[config.mk]
export PLATFORM = sky130hd
export DESIGN_NAME = regfile_wr_arbiter
export DESIGN_NICKNAME = d
export VERILOG_FILES = /design/src/rtl/regfile_pkg.sv /design/src/rtl/regfile_wr_arbiter_rr_arb2.sv /design/src/rtl/regfile_wr_arbiter.sv
export SDC_FILE = /design/constraint.sdc
export NUM_CORES = 1
export LEC_CHECK = 0
export CAP_MARGIN = 30
export CORE_UTILIZATION = 24
export DETAILED_ROUTE_END_ITERATION = 7
export GPL_TIMING_DRIVEN = 0
export PLACE_DENSITY = 0.49
export SYNTH_ARGS = -nofsm -noshare
export SYNTH_HDL_FRONTEND = slang
export SYNTH_SLANG_ARGS = --single-unit
[constraint.sdc]
create_clock -name clk -period 2 [get_ports clk]
set_input_delay 0.6 -clock clk [delete_from_list [all_inputs] [get_ports clk]]
set_output_delay 0.6 -clock clk [all_outputs]
set_load 0.005 [all_outputs]
[src/rtl/regfile_pkg.sv]
// Shared constants and FSM state type for the register-file write-port controller.
package regfile_pkg;

    localparam int DATA_W   = 32;
    localparam int ADDR_W   = 3;
    localparam int NUM_REGS = 8;

    typedef enum logic {
        CLEAR = 1'b0,
        ARB   = 1'b1
    } state_e;

endpackage

[src/rtl/regfile_wr_arbiter_rr_arb2.sv]
// Two-way round-robin pick: grants the sole eligible requester, or the one that
// did not win last time when both are eligible. Purely combinational.
module rr_arb2 (
    input  logic [1:0] elig_i,
    input  logic       last_i,
    output logic [1:0] gnt_o,
    output logic       last_o
);

    always_comb begin
        gnt_o  = 2'b00;
        last_o = last_i;
        unique case (elig_i)
            2'b01: begin
                gnt_o  = 2'b01;
                last_o = 1'b0;
            end
            2'b10: begin
                gnt_o  = 2'b10;
                last_o = 1'b1;
            end
            2'b11: begin
                if (last_i) begin
                    gnt_o  = 2'b01;
                    last_o = 1'b0;
                end else begin
                    gnt_o  = 2'b10;
                    last_o = 1'b1;
                end
            end
            default: begin
                gnt_o  = 2'b00;
                last_o = last_i;
            end
        endcase
    end

endmodule

[src/rtl/regfile_wr_arbiter.sv]
// Write-port controller for the 8x32 register file: zero-fill after reset, then
// round-robin sharing of the write port between two requesters.
// Optional macro REG0_PROTECT_EN blocks requester writes to register 0.
module regfile_wr_arbiter
    import regfile_pkg::*;
(
    input  logic              clk,
    input  logic              reset,
    input  logic              req0,
    input  logic [ADDR_W-1:0] addr0,
    input  logic [DATA_W-1:0] data0,
    output logic              gnt0,
    input  logic              req1,
    input  logic [ADDR_W-1:0] addr1,
    input  logic [DATA_W-1:0] data1,
    output logic              gnt1,
    output logic [ADDR_W-1:0] wAddr,
    output logic [DATA_W-1:0] wData,
    output logic              we,
    output logic              busy,
    output state_e            state_dbg
);

    localparam logic [ADDR_W:0] CLR_DONE = (ADDR_W+1)'(NUM_REGS);
    localparam logic [ADDR_W:0] CLR_ONE  = (ADDR_W+1)'(1);

    state_e            state_q, state_d;
    logic [ADDR_W:0]   clr_cnt_q, clr_cnt_d;
    logic              last_q, last_d;
    logic              gnt0_q, gnt0_d;
    logic              gnt1_q, gnt1_d;
    logic              we_q, we_d;
    logic [ADDR_W-1:0] waddr_q, waddr_d;
    logic [DATA_W-1:0] wdata_q, wdata_d;
    logic              busy_q, busy_d;

    logic [1:0]        elig;
    logic [1:0]        arb_gnt;
    logic              arb_last;

    // A requester granted this cycle is masked so a request held one cycle too long cannot write twice.
    assign elig = {req1 & ~gnt1_q, req0 & ~gnt0_q};

    rr_arb2 u_rr_arb2 (
        .elig_i (elig),
        .last_i (last_q),
        .gnt_o  (arb_gnt),
        .last_o (arb_last)
    );

    always_ff @(posedge clk or posedge reset) begin
        if (reset) begin
            state_q   <= CLEAR;
            clr_cnt_q <= '0;
            last_q    <= 1'b1;
            gnt0_q    <= 1'b0;
            gnt1_q    <= 1'b0;
            we_q      <= 1'b0;
            waddr_q   <= '0;
            wdata_q   <= '0;
            busy_q    <= 1'b1;
        end else begin
            state_q   <= state_d;
            clr_cnt_q <= clr_cnt_d;
            last_q    <= last_d;
            gnt0_q    <= gnt0_d;
            gnt1_q    <= gnt1_d;
            we_q      <= we_d;
            waddr_q   <= waddr_d;
            wdata_q   <= wdata_d;
            busy_q    <= busy_d;
        end
    end

    always_comb begin
        state_d = state_q;
        if (state_q == CLEAR && clr_cnt_q == CLR_DONE) begin
            state_d = ARB;
        end
    end

    always_comb begin
        clr_cnt_d = clr_cnt_q;
        last_d    = last_q;
        gnt0_d    = 1'b0;
        gnt1_d    = 1'b0;
        we_d      = 1'b0;
        waddr_d   = waddr_q;
        wdata_d   = wdata_q;
        busy_d    = busy_q;
        unique case (state_q)
            CLEAR: begin
                if (clr_cnt_q == CLR_DONE) begin
                    busy_d = 1'b0;
                end else begin
                    we_d      = 1'b1;
                    waddr_d   = clr_cnt_q[ADDR_W-1:0];
                    wdata_d   = '0;
                    clr_cnt_d = clr_cnt_q + CLR_ONE;
                    busy_d    = 1'b1;
                end
            end
            ARB: begin
                last_d = arb_last;
                if (arb_gnt[0]) begin
                    gnt0_d  = 1'b1;
                    waddr_d = addr0;
                    wdata_d = data0;
`ifdef REG0_PROTECT_EN
                    we_d    = (addr0 != '0);
`else
                    we_d    = 1'b1;
`endif
                end else if (arb_gnt[1]) begin
                    gnt1_d  = 1'b1;
                    waddr_d = addr1;
                    wdata_d = data1;
`ifdef REG0_PROTECT_EN
                    we_d    = (addr1 != '0);
`else
                    we_d    = 1'b1;
`endif
                end
            end
            default: begin
                busy_d = busy_q;
            end
        endcase
    end

    assign gnt0      = gnt0_q;
    assign gnt1      = gnt1_q;
    assign we        = we_q;
    assign wAddr     = waddr_q;
    assign wData     = wdata_q;
    assign busy      = busy_q;
    assign state_dbg = state_q;

endmodule
==> out/qor.txt <==
SYNTHESIS
-------------------------------------------------------------------------------------
Number of unique standard cell types used by synthesis                             28
Synthesized area divided by synthesized cell count                           14.5 um2
Post-Syn Area                                                                2310 um2
Gate count of the mapped netlist                                                  160
Post-Synthesis Net Count                                                          236
Yosys Warn Count                                                                    0
Sequential share of the synthesized area                                        48.8%
FF+latch count, synth                                                              45

PWR
-------------------------------------------------------------------------------------
Power Dens Cells                                                           716 nW/um2
Worst supply voltage drop on vdd                                             0.265 mV
Leak                                                                          1.47 nW

DIE
-------------------------------------------------------------------------------------
Starting density of the core                                                    24.9%
Die boundary width                                                             100 um
Die Area                                                                    10000 um2
Number of rows created at floorplan                                                35
Core Area                                                                    9280 um2
Die height                                                                     100 um
I/O pins                                                                          114

FINAL LAYOUT
-------------------------------------------------------------------------------------
Summed area of non-filler cells in the final layout                          3760 um2
Most frequent standard cell in the layout excluding fill and tap cells   sky130_fd_sc_hd__clkdlybuf4s50_1
Relative area change from synthesis to final layout                             62.6%
Net count reported at finish                                                      357
Inserted Diodes                                                                     0
Highest-count cells in the layout ignoring fill and taps                 sky130_fd_sc_hd__clkdlybuf4s50_1, sky130_fd_sc_hd__dfrtp_1, sky130_fd_sc_hd__o2bb2ai_2
Layout fillers                                                                    927
Area of the multi-input gates                                                1090 um2
Register cell area after layout                                              1130 um2
Share of post-route cells with drive strength above 1                           23.8%

PLACED DESIGN
-------------------------------------------------------------------------------------
Port Buf Inserts                                                                  113
Final HPWL DP                                                                 4180 um
Placed inst area                                                             3630 um2
Final weighted congestion in routability-driven placement                       0.668

ROUTE
-------------------------------------------------------------------------------------
Met2 wire length                                                              2570 um
Violation count after the first detailed-route iteration                           32
Per-cell via count in the routed design                                          4.22
Wire length on met1                                                           2780 um
Total via count in the routed design                                             1731
Met3 Routed Length                                                             388 um
First-pass iteration count of the detailed router                                   3
Detailed-route wire length                                                    5750 um
Uppermost routed layer                                                           met4
Number of remaining DRC errors                                                      0
Detail Route Antenna Nets                                                           0
Routed wire per std cell                                                      14.0 um

WORST SETUP PATH
-------------------------------------------------------------------------------------
CP startpoint kind                                                         input port
Class of the most critical setup path                                    input port to flop
Critical path buffer and inverter count                                             3
Stage delay of the slowest cell on the critical path                           460 ps
Max stage delay cell, worst path                                         sky130_fd_sc_hd__clkdlybuf4s50_1
Required arrival time at the worst endpoint                                   2180 ps
Worst reg2reg endpoint                                                      wData[15]
Worst r2r path cells                                                                8
Gate family responsible for the most delay along the worst path          buffers and inverters
Critical path's most frequent cell                                       sky130_fd_sc_hd__buf_8
Reg2Reg Setup Slack                                                            300 ps
Critical Path End Type                                                           flop
Critical path cell sequence                                              clkdlybuf4s50_1 -> nor2b_4 -> a21boi_4 -> buf_8 -> buf_8 -> mux2i_2 -> o2bb2ai_2
Biggest fanout along the worst timing path                                         10
Data arrival at the endpoint of the critical path                             2120 ps
Critical register-to-register path startpoint                            clr_cnt_q[0]

HOLD PATH
-------------------------------------------------------------------------------------
Depth of the worst hold-timing path                                                 2
Worst Hold End                                                                   busy
Critical hold path startpoint                                                    busy
Path category of the worst min-delay check                               flop to flop

CLOCK TREE
-------------------------------------------------------------------------------------
Cell at the root of the clock tree                                       sky130_fd_sc_hd__clkbuf_8
Number of buffers inserted for hold repair after clock tree synthesis               0
Register clock-pin slew on the reported worst setup and hold paths              80 ps
Clock insertion delay at the later pin of the skew report                      290 ps
CTS tree                                                                          yes
Post CTS Setup Buffer Count                                                         0
Number of buffers created by CTS                                                    5
Worst-case clock buffer depth                                                       2
Maximum level of the CTS H-tree                                                     2
Clock net sink count                                                               45

STA
-------------------------------------------------------------------------------------
Final critical-path required period                                           1930 ps
Relative slew slack                                                             65.4%
Final worst path period share                                                   96.7%
Final setup skew                                                              2.87 ps
Max Fclk                                                                      517 MHz
Total setup violations reported at the end of the flow                              0
Hold violation total from the final report                                          0
Transition at the pin with the smallest max-transition slack                   518 ps
Total negative slack                                                             0 ps
Unrepaired setup endpoints after global routing                                   yes
Final Slew Violations                                                               0

GLOBAL ROUTING
-------------------------------------------------------------------------------------
Gr ovfl total                                                                       0
Global-route usage over all layers                                              11.7%
Antenna violations before repair                                                    0
Global-route wire length before repair                                        9070 um
Vias in the first global route                                                   1763
Largest net degree at the start of global routing                                  24

OUTCOME
-------------------------------------------------------------------------------------
Result of the run                                                        finished clean

JOB
-------------------------------------------------------------------------------------
Maximum Capacitance Violations                                                      0

[cells by family after synthesis]
group | synth area share [%]
flops | 48.8
compound gates | 23.5
mux | 16.1
buf+inv | 5.84
simple gates | 4.05
xor+xnor | 0.757
fa+ha+maj | 1.08
[how the worst max path moves through the flow]
stage	end	depth (start not counted)	slack, ps	from
6_report	wData[31]	7	70	req0
5_1_grt	wData[14]	7	-7	req0
4_1_cts	wData[2]	7	30	req0
3_5_place_dp	wData[31]	7	-290	req0
3_3_place_gp	wData[20]	2	-770	reset
2_1_floorplan	clr_cnt_q[0]	1	340	reset
[state kept, by name, indices dropped and copies added, names as in the netlist]
name / cells
busy: 1
clr_cnt_q: 4
gnt0: 1
gnt1: 1
last_q: 1
state_dbg: 1
wAddr: 3
wData: 32
we: 1
[Yosys cell counts, drive strengths merged]
cell / number / area (um2)
dfrtp: 43 / 1080
mux2i: 36 / 360
o2bb2ai: 32 / 462
buf: 11 / 109
inv: 5 / 18.8
nand2: 5 / 18.8
nor2b: 4 / 35.0
nand3: 3 / 15.0
and2: 2 / 12.5
dfstp: 2 / 52.6
ha: 2 / 25.0
o211ai: 2 / 15.0
o21ai: 2 / 10.0
or3: 2 / 12.5
xnor2: 2 / 17.5
a21boi: 1 / 18.8
a21o: 1 / 7.51
a21oi: 1 / 5.00
a31oi: 1 / 6.26
clkbuf: 1 / 7.51
mux2: 1 / 11.3
o21bai: 1 / 18.8
[what timing repair did]
item,4_1_cts,5_1_grt
gates resized for setup,1,14
endpoints found under the setup margin,1,15
pin swaps,0,0
[per-layer routing]
layer  track usage [%]  vias to the layer above
li1                  -                      831
met2              18.0                       66
met5                 0                        -
met1              15.9                      832
met3              3.83                        2
met4              2.34                        0
[final cells by class]
type                            count  share of cell area [%]
Timing Repair Buffer              114                    30.6
Sequential cell                    45                    30.0
Multi-Input combinational cell     98                    28.9
Tap cell                          129                    4.29
Buffer                             12                    3.39
Clock buffer                        7                    2.29
Inverter                            5                   0.499
[where the power goes]
| part | switching, mW | total [mW] | leakage (nW) | internal [mW] |
|---|---|---|---|---|
| registers | 0.103 | 1.16 | 0.540 | 1.06 |
| logic | 0.346 | 0.957 | 0.883 | 0.611 |
| clock network | 0.303 | 0.578 | 0.0443 | 0.275 |
| total | 0.752 | 2.70 | 1.47 | 1.94 |
[worst reg2reg max path: stages, from the launching register on]
cell and delay (ps):
sky130_fd_sc_hd__dfrtp_1 430, sky130_fd_sc_hd__inv_1 90, sky130_fd_sc_hd__ha_1 140, sky130_fd_sc_hd__nand2_1 100, sky130_fd_sc_hd__o21bai_4 270, sky130_fd_sc_hd__and2_1 190
sky130_fd_sc_hd__buf_6 130, sky130_fd_sc_hd__buf_6 180, sky130_fd_sc_hd__o2bb2ai_2 120
[per-stage QoR]
step	worst slack, ps	hold WS (ps)	power (mW)	instances	utilization, %
after floorplan	344	445	1.59	160	-
after global placement	-772	448	2.12	402	38.9
after detailed placement	-294	457	2.13	403	39.1
after CTS	30.2	472	2.73	410	40.0
after global routing	-6.94	496	2.86	410	40.5
final	66.3	468	2.70	410	40.5
Note: power is estimated with default switching activity, not from simulation.
